**config.mk**
```make
export PLATFORM = sky130hd
export DESIGN_NAME = farm_road_vehicle_sensor
export DESIGN_NICKNAME = d
export VERILOG_FILES = /design/src/rtl/farm_road_vehicle_sensor.sv
export SDC_FILE = /design/constraint.sdc
export NUM_CORES = 1
export LEC_CHECK = 0
export CAP_MARGIN = 25
export CORE_MARGIN = 5
export CORE_UTILIZATION = 50
export CTS_BUF_LIST = sky130_fd_sc_hd__clkbuf_4
export DETAILED_ROUTE_END_ITERATION = 12
export GPL_TIMING_DRIVEN = 0
export PLACE_DENSITY_LB_ADDON = 0.15
export SLEW_MARGIN = 10
export SYNTH_ARGS = -nofsm -noshare
export SYNTH_HDL_FRONTEND = slang
export SYNTH_SLANG_ARGS = --single-unit
```
**constraint.sdc**
```tcl
create_clock -name clk -period 3.2 [get_ports clk]
set_input_delay 0.64 -clock clk [delete_from_list [all_inputs] [get_ports clk]]
set_output_delay 0.64 -clock clk [all_outputs]
set_load 0.02 [all_outputs]
```
**src/rtl/farm_road_vehicle_sensor.sv**
```systemverilog
// Farm-road vehicle sensor: counts arriving vehicles, drains them while the
// farm-road light is green, and drives the car sensor C for the controller.
//
// state | meaning
// IDLE  | light not green; waiting for green onset
// START | green seen; timing the start-up delay before the first departure
// FLOW  | green; one departure every DEPART_CYCLES while vehicles wait
module farm_road_vehicle_sensor #(
  parameter int QW            = 4,
  parameter int START_CYCLES  = 4,
  parameter int DEPART_CYCLES = 2
) (
  input  logic          clk,
  input  logic          rst,
  input  logic          car_arrive,
  input  logic [2:0]    light_farm,
  output logic          C,
  output logic [QW-1:0] queue_count,
  output logic          car_depart,
  output logic          overflow,
  output logic          light_err
);

  localparam logic [QW-1:0] MAX_Q       = '1;
  localparam logic [7:0]    START_LOAD  = 8'(START_CYCLES - 1);
  localparam logic [7:0]    DEPART_LOAD = 8'(DEPART_CYCLES - 1);

  typedef enum logic [1:0] {
    IDLE  = 2'd0,
    START = 2'd1,
    FLOW  = 2'd2
  } state_t;

  state_t        r_state;
  state_t        w_state_nxt;
  logic [7:0]    r_timer;
  logic [7:0]    w_timer_nxt;
  logic          w_dep_req;
  logic          w_green;
  logic          w_legal;
  logic          w_has_cars;
  logic [QW-1:0] w_count_nxt;
  logic          w_ovf_set;

  // Decode the farm-road light; anything illegal counts as not-green.
  always_comb begin
    w_green    = (light_farm == 3'b001);
    w_legal    = (light_farm == 3'b100) || (light_farm == 3'b010) || (light_farm == 3'b001);
    w_has_cars = (queue_count != '0);
  end

  // Departure FSM next state, down-timer and departure request.
  always_comb begin
    w_state_nxt = r_state;
    w_timer_nxt = r_timer;
    w_dep_req   = 1'b0;
    case (r_state)
      IDLE: begin
        if (w_green) begin
          w_state_nxt = START;
          w_timer_nxt = START_LOAD;
        end
      end
      START: begin
        if (!w_green) begin
          w_state_nxt = IDLE;
          w_timer_nxt = 8'd0;
        end else if (r_timer == 8'd0) begin
          w_state_nxt = FLOW;
          if (w_has_cars) begin
            w_dep_req   = 1'b1;
            w_timer_nxt = DEPART_LOAD;
          end else begin
            w_timer_nxt = 8'd0;
          end
        end else begin
          w_timer_nxt = r_timer - 8'd1;
        end
      end
      FLOW: begin
        if (!w_green) begin
          w_state_nxt = IDLE;
          w_timer_nxt = 8'd0;
        end else if (!w_has_cars) begin
          // Park the timer so a newly counted car waits a full departure gap.
          w_timer_nxt = DEPART_LOAD;
        end else if (r_timer == 8'd0) begin
          w_dep_req   = 1'b1;
          w_timer_nxt = DEPART_LOAD;
        end else begin
          w_timer_nxt = r_timer - 8'd1;
        end
      end
      default: begin
        w_state_nxt = IDLE;
        w_timer_nxt = 8'd0;
      end
    endcase
  end

  // Queue count update; simultaneous arrival and departure cancel out.
  always_comb begin
    w_count_nxt = queue_count;
    w_ovf_set   = 1'b0;
    case ({car_arrive, w_dep_req})
      2'b10: begin
        if (queue_count == MAX_Q) begin
          w_ovf_set = 1'b1;
        end else begin
          w_count_nxt = queue_count + QW'(1);
        end
      end
      2'b01:   w_count_nxt = queue_count - QW'(1);
      default: w_count_nxt = queue_count;
    endcase
  end

  // FSM state and timer registers.
  always_ff @(posedge clk or posedge rst) begin
    if (rst) begin
      r_state <= IDLE;
      r_timer <= 8'd0;
    end else begin
      r_state <= w_state_nxt;
      r_timer <= w_timer_nxt;
    end
  end

  // Registered outputs; C tracks the next count so it matches queue_count.
  always_ff @(posedge clk or posedge rst) begin
    if (rst) begin
      queue_count <= '0;
      C           <= 1'b0;
      car_depart  <= 1'b0;
      overflow    <= 1'b0;
      light_err   <= 1'b0;
    end else begin
      queue_count <= w_count_nxt;
      C           <= (w_count_nxt != '0);
      car_depart  <= w_dep_req;
      if (w_ovf_set) overflow  <= 1'b1;
      if (!w_legal)  light_err <= 1'b1;
    end
  end

endmodule

```
==> Word-level counts from Yosys, hierarchy flattened <==
Cells that the tools add are included.
{ "classes": {"n_reduce_logical": 7, "n_eq_ne": 11, "mux": 24, "add_sub_neg": 3} }
{ "op_table": {"columns": ["operator", "n"], "rows": [
  ["$mux W8", 6],
  ["$pmux W8 S3", 1],
  ["$mux W1", 9],
  ["$logic_not A8 Y1", 1],
  ["$mux W2", 4],
  ["$pmux W4 S2", 1],
  ["$reduce_bool A4 Y1", 2],
  ["$sub A8 B1 Y8 const B", 1],
  ["$pmux W2 S3", 1],
  ["$add A4 B1 Y4 const B", 1],
  ["$eq A2 B1 Y1 const B", 2],
  ["$eq A2 B2 Y1 const B", 2],
  ["$eq A4 B4 Y1 const B", 1],
  ["$mux W4", 1],
  ["$ne A2 B2 Y1 const B", 2],
  ["$sub A4 B1 Y4 const B", 1],
  ["$eq A3 B1 Y1 const B", 1],
  ["$eq A3 B2 Y1 const B", 1],
  ["$eq A3 B3 Y1 const B", 1],
  ["$ne A3 B3 Y1 const B", 1],
  ["$reduce_and A3 Y1", 1],
  ["$logic_not A2 Y1", 1],
  ["$logic_or A1 B1 Y1", 2],
  ["$pmux W1 S2", 1]
]} }
{ "totals": {"output_inout_bits": 8, "elab_cells": 52, "regBits": 18, "in_bits": 6} }

==> Depth between registers and ports, before layout <==
Gate-level depths: netlist of run 1.
{ "depth": {"ltp_word": 8, "mapped_depth": 12, "ltp_nobuf": 11} }

==> Worst setup path after synthesis of run 1 <==
Ideal clock, no wire load.
{ "synth_timing": {"path_kind": "reg-to-reg", "from": "register queue_count[1]", "to": "register C", "slack_ps": 274, "required_time_ps": 3061, "setup_ps": 139, "n_path_buf": 1, "period_less_slack_ps": 2926, "arrival_time_ps": 2787, "stages_incl_launch_ff": 12, "cell_sequence": "dfrtp_1 inv_1 ha_1 or3b_4 nand4_1 inv_1 ha_1 clkbuf_1 nor3_1 nor4bb_1 a211oi_1 or4_1"} }
{ "synth_between": {"elab_chain_len": 8, "elab_cells_between_ends": 15, "classes_between": "2 x add/sub; 3 x eq/ne; 8 x mux; 2 x reduce/logical"} }
{ "synth_rtl": {"columns": ["item", "line_no", "rtl"], "rows": [
  ["start, declared", "18", "output logic [QW-1:0] queue_count,"],
  ["start signal, assigned", "138", "queue_count <= w_count_nxt;"],
  ["$reduce_bool A4 Y1 *", "49", "w_has_cars = (queue_count != '0);"],
  ["$mux W1", "70", "if (w_has_cars) begin"],
  ["$mux W1", "68", "end else if (r_timer == 8'd0) begin"],
  ["$mux W1", "65", "if (!w_green) begin"],
  ["$pmux W1 S2 *", "57", "case (r_state)"],
  ["named net w_dep_req", "38", "logic w_dep_req;"],
  ["$eq A2 B1 Y1 / $eq A2 B2 Y1 (equally long branches)", "105", "case ({car_arrive, w_dep_req})"],
  ["$pmux W4 S2 *", "105", null],
  ["named net w_count_nxt[3]", "42", "logic [QW-1:0] w_count_nxt;"],
  ["$reduce_bool A4 Y1 *", "139", "C <= (w_count_nxt != '0);"],
  ["end signal, assigned", "139", null],
  ["end, declared", "17", "output logic C,"]
]} }
Mark *: on every way through the listed nets, which the timed path passes. The rest lies on a longest branch.
A chain may end at the register's enable or synchronous reset.

==> Worst setup path after layout of run 1 <==
{ "layout_timing": {"from": "input light_farm[0]", "to": "register C"} }
{ "layout_between": {"elab_chain_len": 6, "elab_cells_between_ends": 8, "classes_between": "3 x eq/ne; 4 x mux; 1 x reduce/logical"} }
{ "layout_rtl": {"columns": ["item", "line_no", "rtl"], "rows": [
  ["start, declared", "16", "input logic [2:0] light_farm,"],
  ["$eq A3 B1 Y1 *", "47", "w_green = (light_farm == 3'b001);"],
  ["$mux W1, on equally long branches", "81, 65", null],
  ["$pmux W1 S2 *", "57", null],
  ["named net w_dep_req", "38", null],
  ["$eq A2 B1 Y1 / $eq A2 B2 Y1 (equally long branches)", "105", null],
  ["$pmux W4 S2 *", "105", null],
  ["named net w_count_nxt[3]", "42", null],
  ["$reduce_bool A4 Y1 *", "139", null]
]} }
Marks and branches as above.

==> results.cfg, run 1 <==
[detailed_routing]
num_vias = 1038
antenna_left = 0
routed_via_density = 5.97
route.detailed.drc = 0
dr.pass1.iters = 4
wl_per_cell_um = 14.8
routed_wl_mm = 2.58
drt-initial-drc-count = 41

[worst_setup_path]
critical-path-max-stage-delay_ps = 540
cp.arrival_ps = 3270
cp_num_buf_inv = 3
crit_fanout = 10
startpoint_type = primary input
crit_family = simple AND/OR/NAND/NOR gates
required_ps = 3360
worstSetupEndpointType = flop
path_class = in -> reg
crit_chain = clkdlybuf4s50_1 > nor3b_4 > buf_6 > nand4_1 > inv_1 > ha_2 > nor3_2 > nor4bb_2 > a211oi_1 > or4_1
cpMaxStageDelayCell = clkdlybuf4s50_1

[logic_synthesis]
yosys.area.top_type_share_pct = 38.3
yosysMostFrequentCell = dfrtp_1
ys_seq_area_share_pct = 38.3
async_flop_share_pct = 100
synth_edf_count = 0
yosysWarnings = 0
synth_nets = 146
synth_ff_type = dfrtp_1
synth_top_area_cell = dfrtp_1
ys_ff_latch = 18
synthCells = 130
synthesis.area_um2 = 1180
synth_top_cells_by_area = dfrtp_1 (38%), ha_1 (11%), o21ai_0 (4.7%), inv_1 (3.8%), nor3_1 (3.4%)
syn_avg_cell_area_um2 = 9.05
yosys-top-cells-count = dfrtp_1 (18), inv_1 (12), o21ai_0 (11)
synth_cell_types = 43

[clock_tree]
cts_sinks = 18
htree_levels = 1
cts_tree = done
cts-buffers-inserted = 3
cts-root-buf = clkbuf_4
clock_latency_ps = 280
clk_path_buf_depth = 2
path_clk_slew_ps = 100

[floorplanning]
die_w_um = 58.5
start_util_pct = 52.7
chipHeight_um = 58.5
boundaryPins = 14
rows = 17
core-area_um2 = 2230
die_area_um2 = 3420

[global_routing]
grt_max_degree = 19
overflow = 0
grt_use_total_pct = 16.6
grt_pass1_wl_mm = 4.42
grt_antenna_before_repair = 0
grt_pass1_vias = 1017

[power]
switching_power_uw = 414
switching_share_pct = 43.7
p_int_uw = 532
ir_drop_uv = 343
p_per_area_nw_per_um2 = 679
pwr-share-seq_pct = 34.7
clkPwrFrac_pct = 11.7
power.leakage_uw = 0.000613
comb_power_share_pct = 53.7

[timing]
worst_pin_slew_ps = 693
min_period_ps = 3110
max_freq_ghz = 0.321
hold_viol = 0
relSlewSlack_pct = 53.7
setup_slack_ps = 88.4
setup_violations = 0
whs_ps = 487
finalMaxSlewViolations = 0
fin_crit_sh_pct = 97.2
skew_ps = 1.42

[cells_and_area]
final_cells = 174
nNetsFinal = 164
regArea_um2 = 450
syn_to_final_growth_pct = 18.5
fin_area_um2 = 1390
final_core_util_pct = 62.4
multi_input_area_um2 = 679
diodes = 0
layout-drive-gt1-share_pct = 8.90
fillCellCount = 186

[placement]
port_buffers = 13
post-place-cells = 171
hpwl_mm = 1.90
place_ws_ps = -443
place_congestion = 0.815
post_dp_cell_area_um2 = 1340

[status]
outcome = finished clean

[job]
drv_cap = 0

[hold_path]
holdCritPathClass = reg -> reg
-- kinds of logic (layout without fill, tap and decap cells) --
group	after synthesis	count (layout)	synth area share (%)
xor+xnor	1	1	0.745
buf+inv	16	32	5.64
simple gates	50	50	24.5
flops	18	18	38.3
fa+ha+maj	10	10	10.6
compound gates	34	34	19.4
mux	1	1	0.851
-- power by group through the flow --
stage	Sequential (uW)	Combinational, uW	Clock, uW
global route	336	579	124
detailed placement	332	494	0
finish	328	508	110
floorplan	343	344	0
global placement	328	479	0
CTS	326	502	115
-- sequential cells by signal, indices dropped and copies added (netlist names) --
| register | count |
|---|---|
| queue_count | 4 |
| r_state | 2 |
| r_timer | 8 |
| overflow | 1 |
| light_err | 1 |
| car_depart | 1 |
| C | 1 |
-- layout make-up --
class	instances	area share, %
Buffer	3	1.71
Clock buffer	3	1.62
Inverter	12	3.23
Multi-Input combinational cell	96	48.7
Sequential cell	18	32.3
Tap cell	28	2.51
Timing Repair Buffer	14	9.87
-- final timing paths --
path	from	to	slack, ps	cells after the start
setup / recovery	light_farm[0]	C	90	10
hold / removal	overflow	overflow	490	1
setup reg to reg	queue_count[1]	C	240	10
hold reg to reg	overflow	overflow	490	1
max in group asynchronous	rst	overflow	2010	2
min in group asynchronous	rst	r_state[1]	750	2
-- what timing repair did --
action | in CTS | in global routing
setup endpoints to repair | 1 | 1
gates resized for setup | 3 | 3
pin swaps | 0 | 1
setup buffers | 0 | 1
hold buffers | 0 | 0
-- per-stage QoR --
step	TNS (ps)	total power, uW
3_5_place_dp	-443	827
4_1_cts	0	944
6_report	0	946
3_3_place_gp	-365	807
2_1_floorplan	0	687
5_1_grt	-65.5	1040
-- routing by layer --
metal | global-route usage (%) | routed length [um] | up-vias
met3 | 3.07 | 188 | 4
met1 | 23.1 | 1130 | 484
met5 | 0 | 0 | -
met2 | 25.0 | 1230 | 41
met4 | 6.95 | 25 | 0
li1 | - | - | 509
-- cell usage in the layout (no fill, tap or decap), types with 2 or more instances in the layout --
cell and instances:
dfrtp_1 18, clkdlybuf4s50_1 13, inv_1 12, o21ai_0 11, nand2_1 10, ha_1 9, nor3_1 7, nor2_1 5
nand3_1 5, a31oi_1 3, nand2b_1 3, a21oi_1 3, o211ai_1 3, nor2b_1 3, clkbuf_4 3, buf_4 2
or3_1 2, nor4_1 2, a22o_1 2, o31ai_1 2
Note: power is estimated with default switching activity, not from simulation.
==> run 2, diff against run 1 <==
==> constraint.sdc (replaced) <==
create_clock -name clk -period 3.75 [get_ports clk]
set_input_delay 0.75 -clock clk [delete_from_list [all_inputs] [get_ports clk]]
set_output_delay 0.75 -clock clk [all_outputs]
set_load 0.02 [all_outputs]
==> run 2 against run 1 <==
  * Clock power is 14% lower
  * Combinational power down 16%
  * Die area unchanged
  * Critical path type unchanged
  * Largest power group unchanged
==> results.cfg, run 2 (synthesis results as in run 1) <==
[floorplanning]
core-area_um2 = 2230
start_util_pct = 52.7
chipHeight_um = 58.5
die_w_um = 58.5
boundaryPins = 14
rows = 17
die_area_um2 = 3420

[power]
ir_drop_uv = 291
power_uw = 799
p_per_area_nw_per_um2 = 586
power.leakage_uw = 0.000607

[timing]
finalMaxSlewViolations = 0
fin_crit_sh_pct = 92.9
rsz0062_at_grt = false
relSlewSlack_pct = 53.1
max_freq_ghz = 0.287
whs_ps = 488
hold_viol = 0
setup_violations = 0
min_period_ps = 3480
worst_pin_slew_ps = 703
setup_slack_ps = 267
skew_ps = 1.81

[worst_setup_path]
cp.arrival_ps = 3640
startpoint_type = primary input
path_class = in -> reg
required_ps = 3910
worstSetupEndpointType = flop
crit_fanout = 10

[global_routing]
grt_max_degree = 19
grt_use_total_pct = 16.1
grt_antenna_before_repair = 0
grt_pass1_wl_mm = 4.31
grt_pass1_vias = 991
overflow = 0

[cells_and_area]
layout_commonest_cell = dfrtp_1
final_core_util_pct = 61.1
regArea_um2 = 450
syn_to_final_growth_pct = 16.0
multi_input_area_um2 = 659
largest_register_ffs = 8
regMostFlops = r_timer
layout_common_cells = dfrtp_1 (18), clkdlybuf4s50_1 (13), inv_1 (12)
diodes = 0
fillCellCount = 190
layout-drive-gt1-share_pct = 6.16
nNetsFinal = 164
final_cells = 174
top_regs = r_timer: 8 flops, queue_count: 4 flops, r_state: 2 flops

[clock_tree]
post_cts_buffers = 0
cts-buffers-inserted = 3
clk_path_buf_depth = 2
hold_buffers = 0
cts_sinks = 18
path_clk_slew_ps = 100
cts-root-buf = clkbuf_4
cts_tree = done
cts_resized = 0
htree_levels = 1
clock_latency_ps = 290

[detailed_routing]
dr.pass1.iters = 4
routed_via_density = 5.93
num_vias = 1032
route.detailed.drc = 0
wl_per_cell_um = 14.2
drt-initial-drc-count = 46
routed_wl_mm = 2.47
antenna_left = 0

[placement]
port_buffers = 13
place_congestion = 0.815
place_ws_ps = -3.06
post-place-cells = 171
hpwl_mm = 1.90

[status]
outcome = finished clean

[hold_path]
holdCritPathClass = reg -> reg

[job]
drv_cap = 0
==> run 2: power breakdown <==
group	total, uW	internal (uW)	switching [uW]
registers	278	236	42.2
clock network	94.1	37.3	56.8
logic	426	178	248
==> run 2: critical path: stages <==
cell and delay (ps):
clkdlybuf4s50_1 530, nor3b_2 230, buf_2 240, nand4_1 150, inv_1 100, ha_1 230, clkbuf_1 200, nor3_1 300
nor4bb_1 310, a211oi_1 90, or4_1 520
==> run 2: final timing paths <==
| check | slack [ps] | endpoint | cells after the start | startpoint |
|---|---|---|---|---|
| setup reg to reg | 580 | C | 11 | queue_count[0] |
| hold / removal | 490 | overflow | 1 | overflow |
| hold reg to reg | 490 | overflow | 1 | overflow |
| setup / recovery | 270 | C | 11 | light_farm[0] |
| max in group asynchronous | 2440 | r_timer[7] | 2 | rst |
| min in group asynchronous | 870 | C | 2 | rst |
==> run 2: layer usage <==
metal / up-vias / wire (um) / global-route usage, % / share of wire, %
met5: - / 0 / 0 / 0
met4: 0 / 14 / 6.95 / 0.57
met3: 2 / 125 / 3.07 / 5.1
met2: 28 / 1170 / 23.6 / 47
met1: 495 / 1160 / 22.9 / 47
li1: 507 / - / - / -
==> run 2: cell type report <==
class | count | share of cell area (%)
Timing Repair Buffer | 13 | 9.54
Buffer | 4 | 1.56
Sequential cell | 18 | 33.0
Inverter | 12 | 3.30
Multi-Input combinational cell | 96 | 48.3
Tap cell | 28 | 2.57
Clock buffer | 3 | 1.65
==> run 2: through the flow <==
stage	setup TNS [ps]	instance area, um2
finish	0	1360
global route	0	1360
CTS	0	1360
detailed placement	-3.06	1340
global placement	0	1340
floorplan	0	1180
